[src/rtl/pc_fetch_sequencer.sv]
// Multi-cycle fetch controller for the program-counter block: sequences PC clear,
// instruction-memory handshake, execution wait and a single PC select per instruction.
module pc_fetch_sequencer #(
    parameter int TIMEOUT = 16,
    parameter int CNT_W   = 32
) (
    input  logic             clock,
    input  logic             reset,
    input  logic             start,
    input  logic             stall,
    input  logic             imem_ready,
    input  logic             instr_done,
    input  logic             redirect,
    input  logic             redirect_rel,
    input  logic             halt_req,
    output logic [1:0]       PS,
    output logic             pc_clear,
    output logic             fetch_req,
    output logic             halted,
    output logic             error,
    output logic [CNT_W-1:0] instr_count
);

    localparam int WD_W = (TIMEOUT > 1) ? $clog2(TIMEOUT) : 1;

    typedef enum logic [2:0] {
        S_IDLE   = 3'd0,
        S_INIT   = 3'd1,
        S_FETCH  = 3'd2,
        S_EXEC   = 3'd3,
        S_UPDATE = 3'd4,
        S_HALTED = 3'd5,
        S_ERROR  = 3'd6
    } state_t;

    state_t           state_reg, state_next;
    logic [WD_W-1:0]  wdog_reg, wdog_next;
    logic [1:0]       sel_reg, sel_next;
    logic [CNT_W-1:0] count_reg, count_next;

    always_ff @(posedge clock or negedge reset) begin
        if (!reset) begin
            state_reg <= S_IDLE;
            wdog_reg  <= '0;
            sel_reg   <= 2'b01;
            count_reg <= '0;
        end else begin
            state_reg <= state_next;
            wdog_reg  <= wdog_next;
            sel_reg   <= sel_next;
            count_reg <= count_next;
        end
    end

    always_comb begin
        state_next = state_reg;
        wdog_next  = wdog_reg;
        sel_next   = sel_reg;
        count_next = count_reg;
        case (state_reg)
            S_IDLE: begin
                if (start) state_next = S_INIT;
            end
            S_INIT: begin
                state_next = S_FETCH;
                wdog_next  = '0;
            end
            S_FETCH: begin
                // A stalled cycle neither handshakes nor counts toward the watchdog.
                if (!stall) begin
                    if (imem_ready) begin
                        state_next = S_EXEC;
                    end else if (wdog_reg == WD_W'(TIMEOUT - 1)) begin
                        state_next = S_ERROR;
                    end else begin
                        wdog_next = wdog_reg + 1'b1;
                    end
                end
            end
            S_EXEC: begin
                if (instr_done) begin
                    sel_next   = redirect ? (redirect_rel ? 2'b11 : 2'b10) : 2'b01;
                    state_next = S_UPDATE;
                end
            end
            S_UPDATE: begin
                if (!stall) begin
                    count_next = count_reg + 1'b1;
                    wdog_next  = '0;
                    state_next = halt_req ? S_HALTED : S_FETCH;
                end
            end
            S_HALTED: state_next = S_HALTED;
            S_ERROR:  state_next = S_ERROR;
            default:  state_next = S_IDLE;
        endcase
    end

    always_comb begin
        PS        = 2'b00;
        pc_clear  = 1'b0;
        fetch_req = 1'b0;
        halted    = 1'b0;
        error     = 1'b0;
        case (state_reg)
            S_INIT:   pc_clear  = 1'b1;
            S_FETCH:  fetch_req = !stall;
            S_UPDATE: PS        = stall ? 2'b00 : sel_reg;
            S_HALTED: halted    = 1'b1;
            S_ERROR:  error     = 1'b1;
            default:  PS        = 2'b00;
        endcase
    end

    assign instr_count = count_reg;

endmodule

[config.mk]
export PLATFORM = sky130hd
export DESIGN_NAME = pc_fetch_sequencer
export DESIGN_NICKNAME = d
export VERILOG_FILES = /design/src/rtl/pc_fetch_sequencer.sv
export SDC_FILE = /design/constraint.sdc
export NUM_CORES = 1
export LEC_CHECK = 0
export CAP_MARGIN = 10
export CORE_UTILIZATION = 47
export CTS_BUF_LIST = sky130_fd_sc_hd__clkbuf_4
export DETAILED_ROUTE_END_ITERATION = 7
export GPL_TIMING_DRIVEN = 0
export PLACE_DENSITY = 0.78
export SLEW_MARGIN = 20
export SYNTH_ARGS = -nofsm -noshare
export SYNTH_HDL_FRONTEND = slang
export SYNTH_SLANG_ARGS = --single-unit
[constraint.sdc]
create_clock -name clock -period 1.6 [get_ports clock]
set_input_delay 0.32 -clock clock [delete_from_list [all_inputs] [get_ports clock]]
set_output_delay 0.32 -clock clock [all_outputs]
set_load 0.1 [all_outputs]
==> results of run 1 <==
synthesized netlist by cell type, drive strengths merged (3+ instances only):
master | number | share of area [%]
and4 | 5 | 2.1
xor2 | 11 | 4.4
and2 | 5 | 1.4
buf | 4 | 1.8
nand2 | 23 | 4.0
nand4 | 12 | 4.8
xnor2 | 20 | 8.1
and3 | 5 | 1.4
nand2b | 3 | 0.86
inv | 5 | 0.86
a21oi | 4 | 0.92
nor2 | 9 | 1.6
o21ai | 4 | 0.92
dfrtp | 40 | 46
nor3 | 10 | 4.4
nand3 | 16 | 3.9
clkbuf | 4 | 0.75
nor2b | 4 | 1.2
final timing paths:
| kind | endpoint | slack, ns |
|---|---|---|
| worst min register to register | instr_count[31] | 0.46 |
| worst min-delay path | instr_count[19] | 0.35 |
| worst max register to register | instr_count[18] | -0.22 |
| min in group clock | state_reg[2] | 0.36 |
| max in group asynchronous | sel_reg[0] | 0.70 |
| worst max-delay path | PS[1] | -0.36 |
final cells by class:
| cell class | count | area (µm²) | area share [%] |
|---|---|---|---|
| Multi-Input combinational cell | 152 | 1276 | 40.27 |
| Tap cell | 52 | 65.06 | 2.053 |
| Inverter | 5 | 21.27 | 0.6711 |
| Clock inverter | 2 | 10.01 | 0.3158 |
| Buffer | 5 | 76.32 | 2.408 |
| Sequential cell | 41 | 1112 | 35.10 |
| Clock buffer | 6 | 45.04 | 1.421 |
| Timing Repair Buffer | 66 | 563.0 | 17.77 |
metal layers:
metal	GRT usage (%)	wire length, µm	up-vias
met5	0	0	-
met4	3.333	28	0
met3	5.051	203	4
met2	36.97	2500	47
met1	28.28	2130	898
li1	-	-	866
power by group:
part           total, mW  internal, mW  switching (mW)  leakage (nW)
logic               1.71         0.648            1.06         0.907
clock network      0.529         0.185           0.344        0.0354
registers           1.33          1.20           0.132         0.496
total               3.57          2.03            1.54          1.44
timing repair:
item,in CTS,in global routing
buffers inserted,13,7
setup endpoints to repair,64,49
endpoints found under the hold margin,11,0
pin swaps,16,14
gates cloned,1,0
resized for setup,233,36
hold buffers,1,0
kinds of logic (layout without fill, tap and decap cells):
group / after synthesis / after routing / share of synthesized area, %
simple gates: 98 / 99 / 29.26
flops: 41 / 41 / 47.29
xor+xnor: 31 / 31 / 12.50
compound gates: 18 / 18 / 5.415
buf+inv: 13 / 84 / 3.398
fa+ha+maj: 2 / 2 / 1.152
mux: 2 / 2 / 0.9792
per-stage QoR:
step | setup TNS [ns] | cells
floorplan | -2.662 | 205
global placement | -56.17 | 302
detailed placement | -16.96 | 303
CTS | -2.715 | 324
global route | -5.769 | 329
finish | -2.730 | 329
==> flow_metrics.tcl, run 1 <==
set metrics [dict create \
    postSynthRegisterBits 41 \
    syn_nets 216 \
    reg2regPathDepth 9 \
    worst_pin_slew_ns 0.4919 \
    routedWlPerCell_um 14.78 \
    area_growth_syn_to_layout_pct 45.91 \
    hold_slack_ns 0.3537 \
    max-vdd-ir-drop_mv 1.147 \
    clk_transition_reported_paths_ns 0.14 \
    slack_of_the_critical_path_ns -0.3596 \
    drt_iter0_drc 62 \
    final-hold-violation-count 0 \
    ys_dominant_reg_cell "dfrtp_1" \
    detail_route.first_pass.iterations 4 \
    clock-skew-final_ns 0.02217 \
    num-fill-cells 329 \
    placeableCoreArea_um2 4384 \
    vias_in_the_first_global_route 1816 \
    drive_above_1_share_pct 54.15 \
    total_number_of_h_tree_levels 2 \
    crit_path_start "state_reg[1]" \
    run_status "complete, but fails checks" \
    detailedPlacementHpwl_um 3084 \
    crit_fanout 6 \
    violations "setup timing" \
    grt_antenna_before_repair 0 \
    dp_worst_setup_slack_ns -1.132 \
    post-layout-total-power_mw 3.572 \
    cts_tree "done" \
    largest_register_ff_count 32 \
    n_antenna_cell 0 \
    grt_start_max_net_pins 31 \
    syn_area_per_cell_um2 10.60 \
    yosysUniqueCellTypes 43 \
    count_of_flip_flops_with_a_built_in_enable_after_synthesis 0 \
    totalWireLength_um 4863 \
    gp_congestion 0.9037 \
    critical_path.endpoint_type "primary output" \
    report.final.slew_viol_count 0 \
    grt_pass1_wl_um 8466 \
    finalNetCount 287 \
    chipWidth_um 69.98 \
    power.density_cell_area_nw_per_um2 1127 \
    detail_route.drc_violations 0 \
    die_height_um 69.98 \
    worst_r2r_startpoint "state_reg[1]" \
    drt-vias-per-instance 5.517 \
    final_design_area_no_fill_um2 3169 \
    synthesis.instances 205 \
    synth_sequential_area_ratio_pct 47.29 \
    report.final.setup_viol 19 \
    most-common-layout-cells "dfrtp_4, nand2_1, buf_2, buf_4, xnor2_1" \
    antenna_left 0 \
    floorplan.initialDensity_pct 49.54 \
    rows 24 \
    grt_use_total_pct 21.55 \
    clk_path_buf_depth 2 \
    arrival_ns 1.64 \
    post-route-period-util_pct 122.5 \
    cap_viol_max_count 0 \
    timing.slew.headroom_pct 67.09 \
    mappedNetlistArea_um2 2172 \
    grt-ovfl-total 0 \
    ys_warn_count 0 \
    finalCoreUtilization_pct 72.29 \
    postSynth.asyncResetShare_pct 100.0 \
    floorplan.io_pins 47 \
    critical_path_cell_count 5 \
    critical_path.max_stage_delay_ns 0.46 \
    placedInstanceArea_um2 2878 \
    period_minus_slack_ns 1.960 \
    crit_type "flip-flop to primary output" \
    buf_inv_on_cp 3 \
    worst_skew_pair.late_latency_ns 0.35 \
    worstPathCellList "nor4b_4 -> buf_4 -> buf_6 -> and2_4 -> buf_12" \
    mostFrequentLayoutCell "dfrtp_4" \
    dieArea_um2 4897 \
    max_freq_mhz 510.3 \
    routed-via-count 1815 \
    cts_buffers 5 \
    cp_slowest_cell "dfrtp_2" \
    tritoncts_sink_count 41 \
    hold_class "primary input to asynchronous set/reset pin" \
    placement.io_buffers 45 \
    power.static_leakage_nw 1.439 \
    required_ns 1.28 \
    clock-root-buffer "clkbuf_4" \
    critical_path.top_delay_family "flip-flops" \
    rsz0062_at_grt "yes" \
    worstSetupStartpointType "flip-flop" \
]
(Power assumes the default switching activity.)
==> run 2: changes to the inputs <==
Settings changed: CORE_MARGIN set to 5, CTS_CLUSTER_DIAMETER set to 200, PLACE_DENSITY 0.78 to 0.82.
==> flow_metrics.tcl, run 2 (same netlist as run 1, synthesis figures left out) <==
set metrics [dict create \
    vias_in_the_first_global_route 1928 \
    max_freq_mhz 521.8 \
    n_antenna_cell 0 \
    final-hold-violation-count 0 \
    crit_fanout 3 \
    critical_path_cell_count 5 \
    power.density_cell_area_nw_per_um2 1192 \
    dieArea_um2 6081 \
    routedWlPerCell_um 16.64 \
    slack_of_the_critical_path_ns -0.3163 \
    routed-via-count 1953 \
    grt_pass1_wl_um 9190 \
    totalWireLength_um 5823 \
    detailedPlacementHpwl_um 3416 \
    post-route-period-util_pct 119.8 \
    period_minus_slack_ns 1.916 \
    die_height_um 77.98 \
    timing.rr.end "instr_count[20]" \
    detail_route.drc_violations 0 \
    largest_register_ff_count 32 \
    globalRouteMet3Util_pct 5.787 \
    placeableCoreArea_um2 4414 \
    clock-root-buffer "clkbuf_4" \
    worstSetupStartpointType "flip-flop" \
    area_growth_syn_to_layout_pct 57.20 \
    gp_congestion 0.9075 \
    cts_tree "done" \
    busiest_layer "met2" \
    rsz0062_at_grt "yes" \
    clk_transition_reported_paths_ns 0.12 \
    clock-skew-final_ns 0.007021 \
    total_number_of_h_tree_levels 2 \
    worst_case_register_to_register_setup_slack_ns -0.25 \
    grt_start_max_net_pins 22 \
    critical_path.max_stage_delay_ns 0.43 \
    most-common-layout-cells "buf_4, nand2_1, dfrtp_4, clkbuf_4" \
    floorplan.initialDensity_pct 49.21 \
    post-layout-total-power_mw 4.071 \
    worst_pin_slew_ns 0.5110 \
    worst_r2r_startpoint "state_reg[0]" \
    drive_above_1_share_pct 57.38 \
    critical_path.top_delay_family "flip-flops" \
    chipWidth_um 77.98 \
    placement.io_buffers 45 \
    report.final.slew_viol_count 0 \
    violations "setup timing" \
    reg2regPathDepth 9 \
    placedInstanceArea_um2 2885 \
    required_ns 1.28 \
    power.static_leakage_nw 1.590 \
    cp_capture_point "PS[1]" \
    tritoncts_sink_count 41 \
    drt_iter0_drc 102 \
    critical_path.endpoint_type "primary output" \
    fraction_of_met1_tracks_used_by_global_routing_pct 22.04 \
    run_status "complete, but fails checks" \
    crit_path_start "state_reg[0]" \
    worstPathCellList "nor4b_4 -> buf_4 -> buf_6 -> and2_4 -> buf_12" \
    report.final.setup_viol 26 \
    cts_buffers 5 \
    rows 24 \
    final_design_area_no_fill_um2 3415 \
    mostFrequentLayoutCell "buf_4" \
    detail_route.first_pass.iterations 4 \
    grt_antenna_before_repair 0 \
    max-vdd-ir-drop_mv 1.268 \
    worst_skew_pair.late_latency_ns 0.34 \
    finalNetCount 308 \
    hold_class "primary input to flip-flop" \
    cp_slowest_cell "dfrtp_1" \
    crit_type "flip-flop to primary output" \
    clk_path_buf_depth 2 \
    grt_use_total_pct 18.40 \
    timing.slew.headroom_pct 65.93 \
    buf_inv_on_cp 3 \
    floorplan.io_pins 47 \
    antenna_left 0 \
    drt-vias-per-instance 5.580 \
    cap_viol_max_count 0 \
    grt-ovfl-total 0 \
    arrival_ns 1.60 \
    gr_util_met2_pct 32.05 \
]
run 2: timing repair:
item	4_1_cts	5_1_grt
setup endpoints to repair	66	48
buffers inserted	18	22
hold buffers	1	0
pin swaps	19	20
endpoints found under the hold margin	20	0
gates cloned	1	0
gates resized for setup	242	47
run 2: metrics by stage:
| stage | hold WS (ns) | TNS (ns) | util, % | cells | setup WS [ns] |
|---|---|---|---|---|---|
| detailed placement | 0.3227 | -17.65 | 65.36 | 303 | -1.151 |
| floorplan | 0.02441 | -2.662 | - | 205 | -0.2558 |
| global placement | 0.4578 | -55.97 | 64.85 | 302 | -1.126 |
| finish | 0.3577 | -3.216 | 77.35 | 350 | -0.3163 |
| global route | 0.3403 | -5.760 | 77.35 | 350 | -0.3959 |
| CTS | 0.3464 | -2.883 | 70.32 | 330 | -0.3822 |
run 2: power breakdown:
part / internal (mW) / switching [mW] / total [mW]
combinational: 0.864 / 1.17 / 2.04
clock: 0.343 / 0.346 / 0.689
sequential: 1.20 / 0.148 / 1.34
run 2: how the worst min path moves through the flow:
stage / start / slack [ns] / end / cells past startpoint
after floorplan: reset / 0.02 / instr_count[21] / 0
after global placement: instr_count[31] / 0.46 / instr_count[31] / 1
after global routing: stall / 0.34 / state_reg[2] / 3
after CTS: stall / 0.35 / state_reg[2] / 3
final: stall / 0.36 / state_reg[2] / 3
after detailed placement: reset / 0.32 / instr_count[19] / 1
run 2: area by class of cell:
cell class	count	area (µm²)
Sequential cell	41	1111
Buffer	6	75.07
Clock inverter	2	33.78
Tap cell	52	65.06
Inverter	5	23.77
Fill cell	307	999.7
Clock buffer	6	45.04
Timing Repair Buffer	86	748.2
Multi-Input combinational cell	152	1313
run 2: layer usage:
| metal | up-vias | wire, µm |
|---|---|---|
| met5 | - | 0 |
| met2 | 68 | 3020 |
| met1 | 964 | 2350 |
| met4 | 0 | 80 |
| li1 | 913 | - |
| met3 | 8 | 371 |
run 2: worst min-delay path: stages:
cell	delay, ns
clkbuf_16	0.13
o211ai_1	0.09
a31oi_1	0.12
